**src/rtl/nibble_seq_pkg.sv**
```systemverilog
// Shared constants, FSM state type and counter sizing for the nibble-serial adder.
package nibble_seq_pkg;

  localparam int unsigned NIBBLE_W = 4;

  typedef enum logic [1:0] {StIdle, StRun, StDone} state_e;

  function automatic int unsigned cnt_width(input int unsigned width);
    return $clog2(width / NIBBLE_W);
  endfunction

endpackage

```
**src/rtl/nibble_adder.sv**
```systemverilog
// Combinational 4-bit ripple-carry adder slice built from per-bit full adders.
module nibble_adder
  import nibble_seq_pkg::*;
(
  input  logic [NIBBLE_W-1:0] a_i,
  input  logic [NIBBLE_W-1:0] b_i,
  input  logic                cin_i,
  output logic [NIBBLE_W-1:0] sum_o,
  output logic                cout_o
);

  logic [NIBBLE_W:0] c;

  always_comb begin
    c     = '0;
    sum_o = '0;
    c[0]  = cin_i;
    for (int i = 0; i < NIBBLE_W; i++) begin
      sum_o[i] = a_i[i] ^ b_i[i] ^ c[i];
      c[i+1]   = (a_i[i] & b_i[i]) | (c[i] & (a_i[i] ^ b_i[i]));
    end
  end

  assign cout_o = c[NIBBLE_W];

endmodule

```
**src/rtl/nibble_add_sequencer.sv**
```systemverilog
// WIDTH-bit adder that streams operands one nibble per cycle through a single 4-bit slice.
// Define NIBBLE_SEQ_SUB_EN to add the sub port (a - b - cin with borrow-out on cout).
module nibble_add_sequencer
  import nibble_seq_pkg::*;
#(
  parameter int unsigned WIDTH = 16
) (
  input  logic             clk,
  input  logic             rst,
  input  logic             in_valid,
  output logic             in_ready,
  input  logic [WIDTH-1:0] a,
  input  logic [WIDTH-1:0] b,
  input  logic             cin,
`ifdef NIBBLE_SEQ_SUB_EN
  input  logic             sub,
`endif
  output logic             out_valid,
  input  logic             out_ready,
  output logic [WIDTH-1:0] sum,
  output logic             cout
);

  localparam int unsigned N              = WIDTH / NIBBLE_W;
  localparam int unsigned CntW           = cnt_width(WIDTH);
  localparam logic [CntW-1:0] LastCnt    = CntW'(N - 1);

  state_e            state_q, state_d;
  logic [WIDTH-1:0]  a_q, b_q, sum_q;
  logic              carry_q;
  logic [CntW-1:0]   cnt_q;
  logic              sub_q;
  logic [WIDTH-1:0]  b_eff;
  logic              cin_eff;
  logic [NIBBLE_W-1:0] slice_sum;
  logic              slice_cout;

`ifdef NIBBLE_SEQ_SUB_EN
  // Subtraction is a + ~b + ~borrow; the final carry is inverted back into a borrow.
  assign b_eff   = sub ? ~b : b;
  assign cin_eff = sub ? ~cin : cin;
`else
  assign b_eff   = b;
  assign cin_eff = cin;
`endif

  nibble_adder u_slice (
    .a_i    (a_q[NIBBLE_W-1:0]),
    .b_i    (b_q[NIBBLE_W-1:0]),
    .cin_i  (carry_q),
    .sum_o  (slice_sum),
    .cout_o (slice_cout)
  );

  always_ff @(posedge clk) begin
    if (rst) begin
      state_q <= StIdle;
    end else begin
      state_q <= state_d;
    end
  end

  always_comb begin
    state_d = state_q;
    unique case (state_q)
      StIdle:  if (in_valid) state_d = StRun;
      StRun:   if (cnt_q == LastCnt) state_d = StDone;
      StDone:  if (out_ready) state_d = StIdle;
      default: state_d = StIdle;
    endcase
  end

  always_ff @(posedge clk) begin
    if (rst) begin
      a_q     <= '0;
      b_q     <= '0;
      sum_q   <= '0;
      carry_q <= 1'b0;
      cnt_q   <= '0;
      sub_q   <= 1'b0;
    end else begin
      if (state_q == StIdle && in_valid) begin
        a_q     <= a;
        b_q     <= b_eff;
        sum_q   <= '0;
        carry_q <= cin_eff;
        cnt_q   <= '0;
`ifdef NIBBLE_SEQ_SUB_EN
        sub_q   <= sub;
`else
        sub_q   <= 1'b0;
`endif
      end else if (state_q == StRun) begin
        // Slice result enters at the top so nibble 0 ends up in the low bits after N shifts.
        a_q     <= {{NIBBLE_W{1'b0}}, a_q[WIDTH-1:NIBBLE_W]};
        b_q     <= {{NIBBLE_W{1'b0}}, b_q[WIDTH-1:NIBBLE_W]};
        sum_q   <= {slice_sum, sum_q[WIDTH-1:NIBBLE_W]};
        carry_q <= slice_cout;
        cnt_q   <= cnt_q + CntW'(1);
      end
    end
  end

  always_comb begin
    in_ready  = (state_q == StIdle);
    out_valid = (state_q == StDone);
    sum       = out_valid ? sum_q : '0;
    cout      = out_valid ? (carry_q ^ sub_q) : 1'b0;
  end

endmodule

```
**config.mk**
```make
export PLATFORM = sky130hd
export DESIGN_NAME = nibble_add_sequencer
export DESIGN_NICKNAME = d
export VERILOG_FILES = /design/src/rtl/nibble_seq_pkg.sv /design/src/rtl/nibble_adder.sv /design/src/rtl/nibble_add_sequencer.sv
export SDC_FILE = /design/constraint.sdc
export NUM_CORES = 1
export LEC_CHECK = 0
export CAP_MARGIN = 40
export CORE_UTILIZATION = 30
export CTS_BUF_LIST = sky130_fd_sc_hd__clkbuf_2 sky130_fd_sc_hd__clkbuf_4 sky130_fd_sc_hd__clkbuf_8
export CTS_CLUSTER_DIAMETER = 50
export CTS_CLUSTER_SIZE = 16
export DETAILED_ROUTE_END_ITERATION = 8
export GPL_TIMING_DRIVEN = 0
export HOLD_SLACK_MARGIN = 0.05
export PLACE_DENSITY = 0.64
export SLEW_MARGIN = 5
export SYNTH_ARGS = -nofsm -noshare
export SYNTH_HDL_FRONTEND = slang
export SYNTH_SLANG_ARGS = --single-unit
export TNS_END_PERCENT = 10
```
**constraint.sdc**
```tcl
create_clock -name clk -period 2.1 [get_ports clk]
set_input_delay 0.525 -clock clk [delete_from_list [all_inputs] [get_ports clk]]
set_output_delay 0.525 -clock clk [all_outputs]
set_load 0.01 [all_outputs]
```
==> results of run 1 <==
[where the power goes]
group          internal, W  total (W)  switching (W)
sequential         0.00107    0.00110      0.0000326
clock             0.000245   0.000568       0.000323
combinational     0.000166   0.000334       0.000168
[worst min-delay path by stage]
stage	startpoint	to	depth (start not counted)
2_1_floorplan	sum_q[0]	sum_q[0]	2
3_3_place_gp	sum_q[3]	sum_q[3]	2
3_5_place_dp	sum_q[1]	sum_q[1]	2
4_1_cts	sum_q[1]	sum_q[1]	2
5_1_grt	sum_q[1]	sum_q[1]	2
6_report	sum_q[1]	sum_q[1]	2
[cell type report]
class                   instances  area (µm²)
clock buffers                   6        76.3
repair buffers                 57         541
clock inverters                 2        10.0
multi-input cells             165        1080
well taps                      99         124
fillers                       767        4260
flip-flops and latches         53        1060
inverters                      19        71.3
plain buffers                  22         150
[per-layer routing]
layer | up-vias | GRT usage
met5 | - | 0
met4 | 0 | 0.0444
met3 | 7 | 0.0271
met2 | 67 | 0.223
met1 | 911 | 0.185
li1 | 1003 | -
[flip-flops by register name, summed over array words and instances, names as in the netlist]
signal   count
a_q         16
sum_q       16
state_q      2
b_q         16
carry_q      1
cnt_q        2
[timing repair]
item                       in CTS  in global routing
buffers inserted                2                  1
gates resized for setup        24                 17
pin swaps                       0                  2
setup endpoints to repair      19                 10
hold buffers                    0                  0
[synth_stat cells (2+ instances only)]
cell and instances:
dfxtp_1 53, nor2_1 38, nand2_1 30, a21oi_1 29, inv_1 19, and2_1 17, o221a_1 13, a22oi_1 8
a2111oi_2 7, buf_2 7, buf_6 6, clkbuf_1 6, a2111oi_0 5, fa_1 4, a211oi_1 3, buf_1 2
nand2b_1 2, nor2b_1 2
[metrics by stage]
stage	util	total power (W)
floorplan	-	0.00131
global placement	0.406	0.00144
detailed placement	0.406	0.00145
CTS	0.419	0.00201
global route	0.422	0.00211
finish	0.422	0.00200
[critical path, stage by stage, from the launching register on]
cell and delay (ns):
dfxtp_2 0.34, fa_2 0.38, inv_2 0.06, fa_2 0.18, inv_2 0.04, fa_2 0.32, inv_2 0.07, fa_1 0.44
a211oi_2 0.22
[cells by family (layout without fill, tap and decap cells)]
logic type | count (synthesis) | after routing | share of synthesized area
XOR/XNOR | 1 | 1 | 0.00376
flip-flops | 53 | 53 | 0.456
buffers and inverters | 41 | 106 | 0.0908
AND/OR/NAND/NOR | 93 | 93 | 0.182
adder cells (fa/ha/maj) | 5 | 5 | 0.0398
AO/OA/AOI/OAI | 66 | 66 | 0.228
==> impl_metrics.tcl, run 1 <==
set metrics [dict create \
    synth_seq_area_share 0.456 \
    ys_types 26 \
    grt_pass1_vias 1841 \
    period_share 1.00 \
    endpoint_kind "flop" \
    clk_pin_slew_ns 0.09 \
    grt_pass1_wl_um 8880 \
    coreArea_um2 7370 \
    max_slew_margin 0.548 \
    crit_path_end "sum_q[15]" \
    hold_path_class "reg2reg" \
    syn_nets 301 \
    clockBufferDepth 2 \
    die_h_um 90.1 \
    dieWidth_um 90.1 \
    final_area_um2 3110 \
    startpoint_type "flop" \
    syn-mean-instance-area_um2 8.99 \
    clock_skew_ns 0.00236 \
    root_buffer "clkbuf_8" \
    max_freq_mhz 474 \
    area_delta_synth_final_pct 33.6 \
    antenna_found_initial 0 \
    cap_violations 0 \
    portBuffers 54 \
    rsz0062_at_grt "true" \
    routed.top_layer "met4" \
    place_area_um2 2990 \
    timing.hold.ws_ns 0.458 \
    mostFrequentLayoutCells "dfxtp_1, nor2_1, clkdlybuf4s50_1" \
    final_common_cell "dfxtp_1" \
    setup.worst_path.start "a_q[0]" \
    setup_slack_ns -0.00895 \
    drive_gt1_frac 0.142 \
    cts_buffers 5 \
    syn_inst 259 \
    synth_warnings 0 \
    grt_start_max_net_pins 16 \
    post-place-cells 412 \
    ir_worst_vdd_mv 0.288 \
    met1_length_um 2560 \
    worstReg2RegStart "a_q[0]" \
    overflow 0 \
    routed_via_density 4.70 \
    ys_ff_latch 53 \
    drc 0 \
    synth_edf_count 0 \
    status "complete, but fails checks" \
    cp.required_ns 2.33 \
    place_congestion 0.743 \
    final_cells 423 \
    wl_met2_um 2550 \
    dp_hpwl_um 4020 \
    tns_ns -0.00895 \
    wl_per_cell_um 12.9 \
    setup_viol 1 \
    initial_utilization 0.316 \
    row_count 31 \
    synth_top_area_share 0.456 \
    layout_min_cycle_time_ns 2.11 \
    r2r_slack_ns -0.009 \
    powerDensity_nw_per_um2 643 \
    synth_area_um2 2330 \
    drt-initial-drc-count 77 \
    cts_max_level 2 \
    ys.flop_type "dfxtp_1" \
    die_area_um2 8120 \
    r2r-end "sum_q[15]" \
    post-place-ws_ns -0.335 \
    synthTopCellsByArea "dfxtp_1, o221a_1, a21oi_1" \
    violations "setup timing" \
    p_leak_nw 1.20 \
    yosys.area.top_type "dfxtp_1" \
    drt-total-wl_um 5460 \
    reg2regPathDepth 8 \
    tightest_slew_ns 0.678 \
    wl_met3_um 283 \
    detail-route-antenna-nets 0 \
    report.final.slew_viol_count 0 \
    crit_arrival_ns 2.34 \
    io_pins 56 \
    path_max_fanout 2 \
    async_flop_share 0 \
    diodes 0 \
    cts_tree "built" \
    firstDrtPassIters 4 \
    cts.sinks 53 \
    nets 365 \
    finalHoldViolations 0 \
    path_class "reg2reg" \
    num_vias 1988 \
    clk_latency_ns 0.30 \
    grtUsageTotal 0.138 \
]
Note: power is estimated with default switching activity, not from simulation.
==> run 2, diff against run 1 <==
--- a/config.mk
+++ b/config.mk
@@ -14,6 +14,7 @@
 export GPL_TIMING_DRIVEN = 0
 export HOLD_SLACK_MARGIN = 0.05
 export PLACE_DENSITY = 0.64
+export SKIP_CTS_REPAIR_TIMING = 1
 export SLEW_MARGIN = 5
 export SYNTH_ARGS = -nofsm -noshare
 export SYNTH_HDL_FRONTEND = slang
==> run 2 against run 1 <==
  * The flow still finishes with violations (setup timing)
  * First-iteration DRC count increased by 19%
  * Clock skew grew 0.0028 ns
  * Die area unchanged
  * Routed wire length increased by 1.6%
  * Critical path type unchanged
  * Critical endpoint unchanged
  * Highest routed layer unchanged
==> impl_metrics.tcl, run 2 (synthesized netlist as in run 1, its figures left out) <==
set metrics [dict create \
    overflow 0 \
    hold_depth 2 \
    multi_input_area_um2 1070 \
    io_pins 56 \
    cap_violations 0 \
    grt_pass1_wl_um 8780 \
    reg2regPathDepth 8 \
    mostFrequentLayoutCells "dfxtp_1, nor2_1, clkdlybuf4s50_1" \
    drt-total-wl_um 5550 \
    die_h_um 90.1 \
    drive_gt1_frac 0.120 \
    max_freq_mhz 467 \
    firstDrtPassIters 4 \
    area_delta_synth_final_pct 36.1 \
    setup_viol 1 \
    tightest_slew_ns 0.677 \
    p_leak_nw 1.48 \
    critPathMaxStageDelay_ns 0.44 \
    root_buffer "clkbuf_8" \
    clk_latency_ns 0.30 \
    drt-initial-drc-count 92 \
    dp_hpwl_um 4020 \
    routed_via_density 4.72 \
    clock_skew_ns 0.00520 \
    violations "setup timing" \
    cpMostUsedCell "fa_1" \
    rsz0062_at_grt "true" \
    grt_start_max_net_pins 16 \
    hold_path_class "reg2reg" \
    portBuffers 54 \
    ir_worst_vdd_mv 0.289 \
    cts_max_level 2 \
    path_class "reg2reg" \
    setup_slack_ns -0.0418 \
    power_w 0.00200 \
    crit_path_cell_trace "fa_1 > inv_1 > fa_1 > inv_1 > fa_1 > inv_1 > fa_1 > a211oi_2" \
    path_max_fanout 2 \
    cts.sinks 53 \
    clockBufferDepth 2 \
    endpoint_kind "flop" \
    cts_buffers 5 \
    period_share 1.02 \
    initial_utilization 0.316 \
    cp.required_ns 2.34 \
    top_regs "a_q: 16 flops, b_q: 16 flops, sum_q: 16 flops" \
    powerDensity_nw_per_um2 631 \
    drc 0 \
    clk_pin_slew_ns 0.09 \
    nets 365 \
    finalHoldViolations 0 \
    num_vias 1998 \
    die_area_um2 8120 \
    dieWidth_um 90.1 \
    status "complete, but fails checks" \
    antenna_found_initial 0 \
    fillCellCount 747 \
    max_slew_margin 0.549 \
    grt_pass1_vias 1812 \
    report.final.slew_viol_count 0 \
    grtUsageTotal 0.137 \
    detail-route-antenna-nets 0 \
    final_common_cell "dfxtp_1" \
    diodes 0 \
    regArea_um2 1060 \
    layout_min_cycle_time_ns 2.14 \
    crit_arrival_ns 2.38 \
    wl_per_cell_um 13.1 \
    row_count 31 \
    startpoint_type "flop" \
    cts_tree "built" \
    cp_slowest_cell "fa_1" \
    place_congestion 0.743 \
    coreArea_um2 7370 \
    post-place-ws_ns -0.335 \
]
-- run 2: cell count changes in the layout (fill, tap and decap cells not counted), sizes merged --
cell	previous run	this run
clkdlybuf4s15	6	0
clkbuf	14	11
buf	19	20
dlymetal6s2s	0	18
dlygate4sd2	10	0
-- run 2: metal layers --
metal | track usage | wire, µm | share of wire
met1 | 0.184 | 2530 | 0.46
met3 | 0.0279 | 317 | 0.057
met4 | 0.0444 | 60 | 0.011
met5 | 0 | 0 | 0
met2 | 0.218 | 2640 | 0.48
-- run 2: final cells by class --
| cell class | instances | share of cell area |
|---|---|---|
| Tap cell | 99 | 0.0391 |
| Timing Repair Buffer | 57 | 0.192 |
| Clock inverter | 2 | 0.00316 |
| Sequential cell | 53 | 0.336 |
| Buffer | 22 | 0.0466 |
| Clock buffer | 6 | 0.0241 |
| Multi-Input combinational cell | 165 | 0.337 |
| Inverter | 19 | 0.0225 |
-- run 2: worst max-delay path: cells and delay by family (launching register included) --
kind            cells  cell delay [ns]
compound gates      1             0.18
buf+inv             3             0.20
flops               1             0.35
fa+ha+maj           4             1.36
-- run 2: through the flow --
step	util	TNS [ns]	hold WS [ns]	instance area, µm²	std cells
final	0.430	-0.0418	0.458	3170	423
after global routing	0.430	-0.150	0.486	3170	423
after CTS	0.418	-9.92	0.458	3080	420
after detailed placement	0.406	-3.70	0.445	2990	412
after global placement	0.406	-3.23	0.439	2990	412
after floorplan	-	0	0.429	2330	259
-- run 2: power by group --
group / switching [W] / leakage [nW] / internal (W)
Combinational: 0.000165 / 0.998 / 0.000161
Clock: 0.000330 / 0.0484 / 0.000245
Sequential: 0.0000323 / 0.436 / 0.00107
Total: 0.000527 / 1.48 / 0.00147
-- run 2: final timing paths --
check	slack, ns	endpoint	from
setup / recovery	-0.04	sum_q[15]	a_q[0]
hold / removal	0.46	sum_q[1]	sum_q[1]
setup reg to reg	-0.04	sum_q[15]	a_q[0]
hold reg to reg	0.46	sum_q[1]	sum_q[1]
